<file path="config.mk">
export PLATFORM = sky130hd
export DESIGN_NAME = i2s_rx
export DESIGN_NICKNAME = d
export VERILOG_FILES = /design/src/rtl/i2s_rx.sv
export SDC_FILE = /design/constraint.sdc
export NUM_CORES = 1
export LEC_CHECK = 0
export ABC_CLOCK_PERIOD_IN_PS = 4700
export CAP_MARGIN = 20
export CORE_ASPECT_RATIO = 0.7
export CORE_UTILIZATION = 55
export CTS_BUF_LIST = sky130_fd_sc_hd__clkbuf_4
export DETAILED_ROUTE_END_ITERATION = 16
export MAX_ROUTING_LAYER = met4
export PLACE_DENSITY = 0.8
export SYNTH_ARGS = -nofsm -noshare
export SYNTH_HDL_FRONTEND = slang
export SYNTH_SLANG_ARGS = --single-unit
</file>
<file path="constraint.sdc">
create_clock -name clk_100 -period 4.7 [get_ports clk_100]
set_input_delay 0.47 -clock clk_100 [delete_from_list [all_inputs] [get_ports clk_100]]
set_output_delay 0.47 -clock clk_100 [all_outputs]
set_load 0.05 [all_outputs]
</file>
<file path="src/rtl/i2s_rx.sv">
// I2S capture receiver: deserializes codec bclk/lr/sdata into signed left/right samples
// with a one-cycle frame strobe in the clk_100 domain. Optional peak meter: `define I2S_RX_PEAK_EN.
module i2s_rx #(
    parameter int unsigned DATA_WIDTH   = 24,
    parameter int unsigned SYNC_STAGES  = 2,
    parameter int unsigned DECAY_FRAMES = 4800
) (
    input  logic                  clk_100,
    input  logic                  reset,
    input  logic                  i2s_bclk,
    input  logic                  i2s_lr,
    input  logic                  i2s_sdata,
    output logic [DATA_WIDTH-1:0] sample_l,
    output logic [DATA_WIDTH-1:0] sample_r,
    output logic                  new_sample,
    output logic                  frame_error
`ifdef I2S_RX_PEAK_EN
    ,
    output logic [3:0]            peak_level
`endif
);

    localparam int unsigned CNT_W = $clog2(DATA_WIDTH + 1);

    localparam logic [1:0] WAIT_SYNC = 2'd0;
    localparam logic [1:0] SHIFT     = 2'd1;
    localparam logic [1:0] PAD       = 2'd2;

    if (SYNC_STAGES < 2) begin : g_bad_sync
        $error("i2s_rx: SYNC_STAGES must be at least 2");
    end
    if (DECAY_FRAMES == 0) begin : g_bad_decay
        $error("i2s_rx: DECAY_FRAMES must be nonzero");
    end

    logic [SYNC_STAGES-1:0] bclk_sync;
    logic [SYNC_STAGES-1:0] lr_sync;
    logic [SYNC_STAGES-1:0] sdata_sync;
    logic                   bclk_prev;
    logic                   lr_prev;
    logic [1:0]             state;
    logic [1:0]             state_next;
    logic [CNT_W-1:0]       cnt;
    logic                   ch;
    logic [DATA_WIDTH-1:0]  shreg;
    logic [DATA_WIDTH-1:0]  hold_l;

    logic                   bclk_s_c;
    logic                   lr_s_c;
    logic                   sdata_s_c;
    logic                   rise_c;
    logic                   lr_chg_c;
    logic                   start_c;
    logic                   shift_c;
    logic                   err_c;
    logic                   done_c;
    logic [DATA_WIDTH-1:0]  shreg_next_c;

    // All three pins share the same depth so lr/sdata stay aligned to the bclk edge.
    always_ff @(posedge clk_100 or posedge reset) begin
        if (reset) begin
            bclk_sync  <= '0;
            lr_sync    <= '0;
            sdata_sync <= '0;
        end else begin
            bclk_sync  <= {bclk_sync[SYNC_STAGES-2:0], i2s_bclk};
            lr_sync    <= {lr_sync[SYNC_STAGES-2:0], i2s_lr};
            sdata_sync <= {sdata_sync[SYNC_STAGES-2:0], i2s_sdata};
        end
    end

    assign bclk_s_c     = bclk_sync[SYNC_STAGES-1];
    assign lr_s_c       = lr_sync[SYNC_STAGES-1];
    assign sdata_s_c    = sdata_sync[SYNC_STAGES-1];
    assign rise_c       = bclk_s_c & ~bclk_prev;
    assign lr_chg_c     = lr_s_c != lr_prev;
    assign shreg_next_c = {shreg[DATA_WIDTH-2:0], sdata_s_c};

    always_ff @(posedge clk_100 or posedge reset) begin
        if (reset) begin
            state <= WAIT_SYNC;
        end else begin
            state <= state_next;
        end
    end

    // The edge carrying an LR change is the I2S delay slot and is never shifted in.
    always_comb begin
        state_next = state;
        start_c    = 1'b0;
        shift_c    = 1'b0;
        err_c      = 1'b0;
        done_c     = 1'b0;
        if (rise_c) begin
            case (state)
                WAIT_SYNC: begin
                    if (lr_chg_c) begin
                        start_c    = 1'b1;
                        state_next = SHIFT;
                    end
                end
                SHIFT: begin
                    if (lr_chg_c) begin
                        err_c   = 1'b1;
                        start_c = 1'b1;
                    end else begin
                        shift_c = 1'b1;
                        if (cnt == CNT_W'(DATA_WIDTH - 1)) begin
                            done_c     = 1'b1;
                            state_next = PAD;
                        end
                    end
                end
                PAD: begin
                    if (lr_chg_c) begin
                        start_c    = 1'b1;
                        state_next = SHIFT;
                    end
                end
                default: state_next = WAIT_SYNC;
            endcase
        end
    end

    always_ff @(posedge clk_100 or posedge reset) begin
        if (reset) begin
            bclk_prev   <= 1'b0;
            lr_prev     <= 1'b0;
            cnt         <= '0;
            ch          <= 1'b0;
            shreg       <= '0;
            hold_l      <= '0;
            sample_l    <= '0;
            sample_r    <= '0;
            new_sample  <= 1'b0;
            frame_error <= 1'b0;
        end else begin
            new_sample <= 1'b0;
            bclk_prev  <= bclk_s_c;
            if (rise_c) begin
                lr_prev <= lr_s_c;
            end
            if (err_c) begin
                frame_error <= 1'b1;
            end
            if (start_c) begin
                cnt   <= '0;
                ch    <= lr_s_c;
                shreg <= '0;
            end
            if (shift_c) begin
                cnt   <= cnt + CNT_W'(1);
                shreg <= shreg_next_c;
            end
            // A completed right word publishes the frame, reusing the last left word if none arrived.
            if (done_c) begin
                if (!ch) begin
                    hold_l <= shreg_next_c;
                end else begin
                    sample_l   <= hold_l;
                    sample_r   <= shreg_next_c;
                    new_sample <= 1'b1;
                end
            end
        end
    end

`ifdef I2S_RX_PEAK_EN
    localparam int unsigned DECAY_W = $clog2(DECAY_FRAMES + 1);

    // Top four magnitude bits below the sign; the most negative value saturates to full scale.
    function automatic logic [3:0] level_of(input logic [DATA_WIDTH-1:0] x);
        logic [DATA_WIDTH-1:0] m;
        if (!x[DATA_WIDTH-1]) begin
            m = x;
        end else if (x[DATA_WIDTH-2:0] == '0) begin
            m = {1'b0, {(DATA_WIDTH-1){1'b1}}};
        end else begin
            m = -x;
        end
        return m[DATA_WIDTH-2 -: 4];
    endfunction

    logic [3:0]         level_l_c;
    logic [3:0]         level_r_c;
    logic [3:0]         level_c;
    logic [DECAY_W-1:0] frame_cnt;

    assign level_l_c = level_of(sample_l);
    assign level_r_c = level_of(sample_r);
    assign level_c   = (level_l_c > level_r_c) ? level_l_c : level_r_c;

    always_ff @(posedge clk_100 or posedge reset) begin
        if (reset) begin
            peak_level <= 4'd0;
            frame_cnt  <= '0;
        end else if (new_sample) begin
            if (level_c > peak_level) begin
                peak_level <= level_c;
                frame_cnt  <= '0;
            end else if (frame_cnt == DECAY_W'(DECAY_FRAMES - 1)) begin
                frame_cnt <= '0;
                if (peak_level != 4'd0) begin
                    peak_level <= peak_level - 4'd1;
                end
            end else begin
                frame_cnt <= frame_cnt + DECAY_W'(1);
            end
        end
    end
`endif

endmodule

</file>
==> metrics.md <==
| Metric | Value |
|---|---|
| Area delta synth->final | `20.8%` |
| Post-route DRC | `0` |
| Crit path time final | `about 2.4 ns` |
| Area occupied by multi-input gates | `between 1000 and 1500 µm²` |
| Routability cong. | `approximately 0.80` |
| Overflow after GRT | `0` |
| Final hold violations | `0` |
| DP Area | `around 4900 µm²` |
| Reg-to-reg slack, setup | `~2.3 ns` |
| Total power | `~0.0016 W` |
| Tot GR Track Use | `between 20% and 30%` |
| Netlist cell types | `30` |
| Synth Warn # | `0` |
| Endpoints failing setup | `0` |
| Chip Width | `between 100 and 150 µm` |
| Commonest cells after routing, fill and taps aside | `dfrtp_1, mux2_2, clkdlybuf4s50_1` |
| Final wirelength | `7.32 mm` |
| Commonest non-fill, non-tap cell in the layout | `dfrtp_1` |
| Period Utilization, post-route | `around half` |
| Count of pins over their slew limit | `0` |
| Antenna Cells | `0` |
| First DRT Iteration DRCs | `96` |
| Clk buf depth | `2` |
| Final nets | `329` |
| Total clock sinks | `about 110` |
| Clock Latency Late Sink | `about 0.49 ns` |
| Max cap viols | `0` |
| Cell area after synthesis | `roughly 4200 µm²` |
| Power per cell area | `322 nW/µm²` |
| First-pass GRT wire length | `between 10 and 15 mm` |
| FP Rows | `26` |
| Crit Path Class | `register to register` |
| Reg2reg end | `hold_l[8]` |
| Die ar. | `8060 µm²` |
| Vias | `approximately 2400` |
| Clock skew | `around 0.014 ns` |
| IO Port Bufs | `between 50 and 60` |
| CTS tree | `yes` |
| Post-Syn Instances | `~260` |
| CTS buffer count | `17` |
| Syn Area/Cell | `approximately 16 µm²` |
| #FFs+latches synth | `around 110` |
| Vias per cell | `around 5.5` |
| CP Capture Type | `register` |
| Worst-Margin Slew | `between 0.9 and 1 ns` |
| Setup TNS | `0 ns` |
| DPL Wire Length | `roughly 4.6 mm` |
| Pre-Repair DR Iteration Count | `4` |
| R2r startpoint | `cnt[0]` |
| Syn Nets | `263` |
| Status | `finished clean` |
| Initial core utilization | `between 50% and 60%` |
| RSZ-0062 raised after global routing | `no` |
| Antenna Nets Post-Route | `0` |
| R2R depth | `5` |
| Sequential area share after synthesis | `around 67%` |
| Worst Path Required | `around 5.1 ns` |
| Non-Filler Cell Area, Final | `5110 µm²` |
| Share of cells above drive strength 1 | `a little under a third` |
| Pleak | `~2.5 nW` |
| Vias in the first global route | `2394` |
| Worst slew margin | `between 30% and 40%` |
| Die height | `approximately 75 µm` |
| Initial antenna violation count | `0` |
| H-tree depth | `4` |
| Peak supply drop | `approximately 0.00016 V` |
| Wire per inst | `~17 µm` |
| Largest net degree at the start of global routing | `84` |
| Setup bufs post-CTS | `0` |
| Filler cell count | `approximately 530` |
| Clock Tree Root | `clkbuf_4` |
| Cts repair resizes | `0` |
| Worst EP arrival | `2.77 ns` |
| Ports | `55` |
| Hold Path Class | `primary input to asynchronous set/reset pin` |
| Sequential cell area | `2830 µm²` |
| Clock slew at reported path FFs | `approximately 0.09 ns` |
| Hold bufs inserted after CTS | `0` |
| Peak Freq | `roughly 420 MHz` |
| Core area | `about 7400 µm²` |
| Max FO, Critical Path | `14` |
| Startpoint Class | `register` |
==> Yosys cell counts, drive strengths merged <==
cell type	n	area (µm²)
o21ai	1	5.00
nor2	1	3.75
and4b	2	20.0
mux2	74	833
inv	2	7.51
ha	1	12.5
a22o	27	236
o211ai	1	12.5
a21oi	1	5.00
nand2	1	3.75
buf	12	81.3
xnor2	3	26.3
dfrtp	113	2830
xor2	1	16.3
o2bb2ai	1	8.76
nor2b	2	12.5
and2	1	6.26
a221o	1	10.0
nand4	1	6.26
nand3b	1	7.51
a31oi	2	12.5
nand3	2	10.0
clkbuf	1	3.75
nor4b	1	23.8
a21o	2	15.0
nand4b	1	8.76
and4bb	1	16.3
==> logic make-up (layout without fill, tap and decap cells) <==
family / Yosys count / in the layout / synth area share [%]
XOR/XNOR: 4 / 4 / 1.01
AND/OR/NAND/NOR: 14 / 14 / 2.81
buffers and inverters: 15 / 91 / 2.19
AO/OA/AOI/OAI: 36 / 36 / 7.21
adder cells (fa/ha/maj): 1 / 1 / 0.296
flip-flops: 113 / 113 / 66.8
multiplexers: 74 / 74 / 19.7
==> worst max-delay path by stage <==
stage	startpoint	end	slack, ns	cells after the start
after floorplan	reset	bclk_prev	1.24	1
after global placement	lr_prev	sample_r[1]	2.01	4
after detailed placement	cnt[0]	sample_r[4]	1.85	5
after CTS	cnt[0]	sample_r[4]	1.85	5
after global routing	cnt[1]	hold_l[11]	2.16	5
final	cnt[0]	hold_l[8]	2.30	5
==> state kept, by name, summed over array words and instances (netlist names), 2 cells and up <==
name and cells:
hold_l 24, lr_sync 2, shreg 23, sample_l 24, bclk_sync 2, sdata_sync 2, sample_r 24, state 2
cnt 5
==> power breakdown <==
part	internal, W	switching [W]	total (W)
clock	0.000238	0.000327	0.000564
combinational	0.0000295	0.0000442	0.0000737
sequential	0.000989	0.0000199	0.00101
==> layer usage <==
layer,vias to the layer above,GRT usage [%],part of all wire [%]
li1,1079,-,-
met1,1234,29.3,49
met2,62,30.3,45
met3,11,5.82,4.6
met4,0,11.4,1.4
met5,-,-,0
==> worst max-delay path, stage by stage, from the launching register on <==
cell,delay (ns)
dfrtp_1,0.39
ha_1,0.25
nand4b_1,0.20
nor4b_4,0.71
buf_4,0.37
mux2_2,0.37
==> cell type report <==
type	count	area share (%)
flip-flops and latches	113	55.3
repair buffers	60	12.4
clock buffers	17	2.50
multi-input cells	129	25.7
clock inverters	12	1.52
well taps	98	2.40
inverters	2	0.196
==> through the flow <==
step                      util, %  cells  worst slack, ns  hold WS, ns
after floorplan                 -    257             1.24        0.331
after global placement       65.5    399             2.01        0.333
after detailed placement     65.9    400             1.85        0.337
after CTS                    68.6    429             1.85        0.359
after global routing         69.2    431             2.16        0.156
final                        69.2    431             2.30        0.192
No activity file was read; power rests on OpenSTA's default activity.
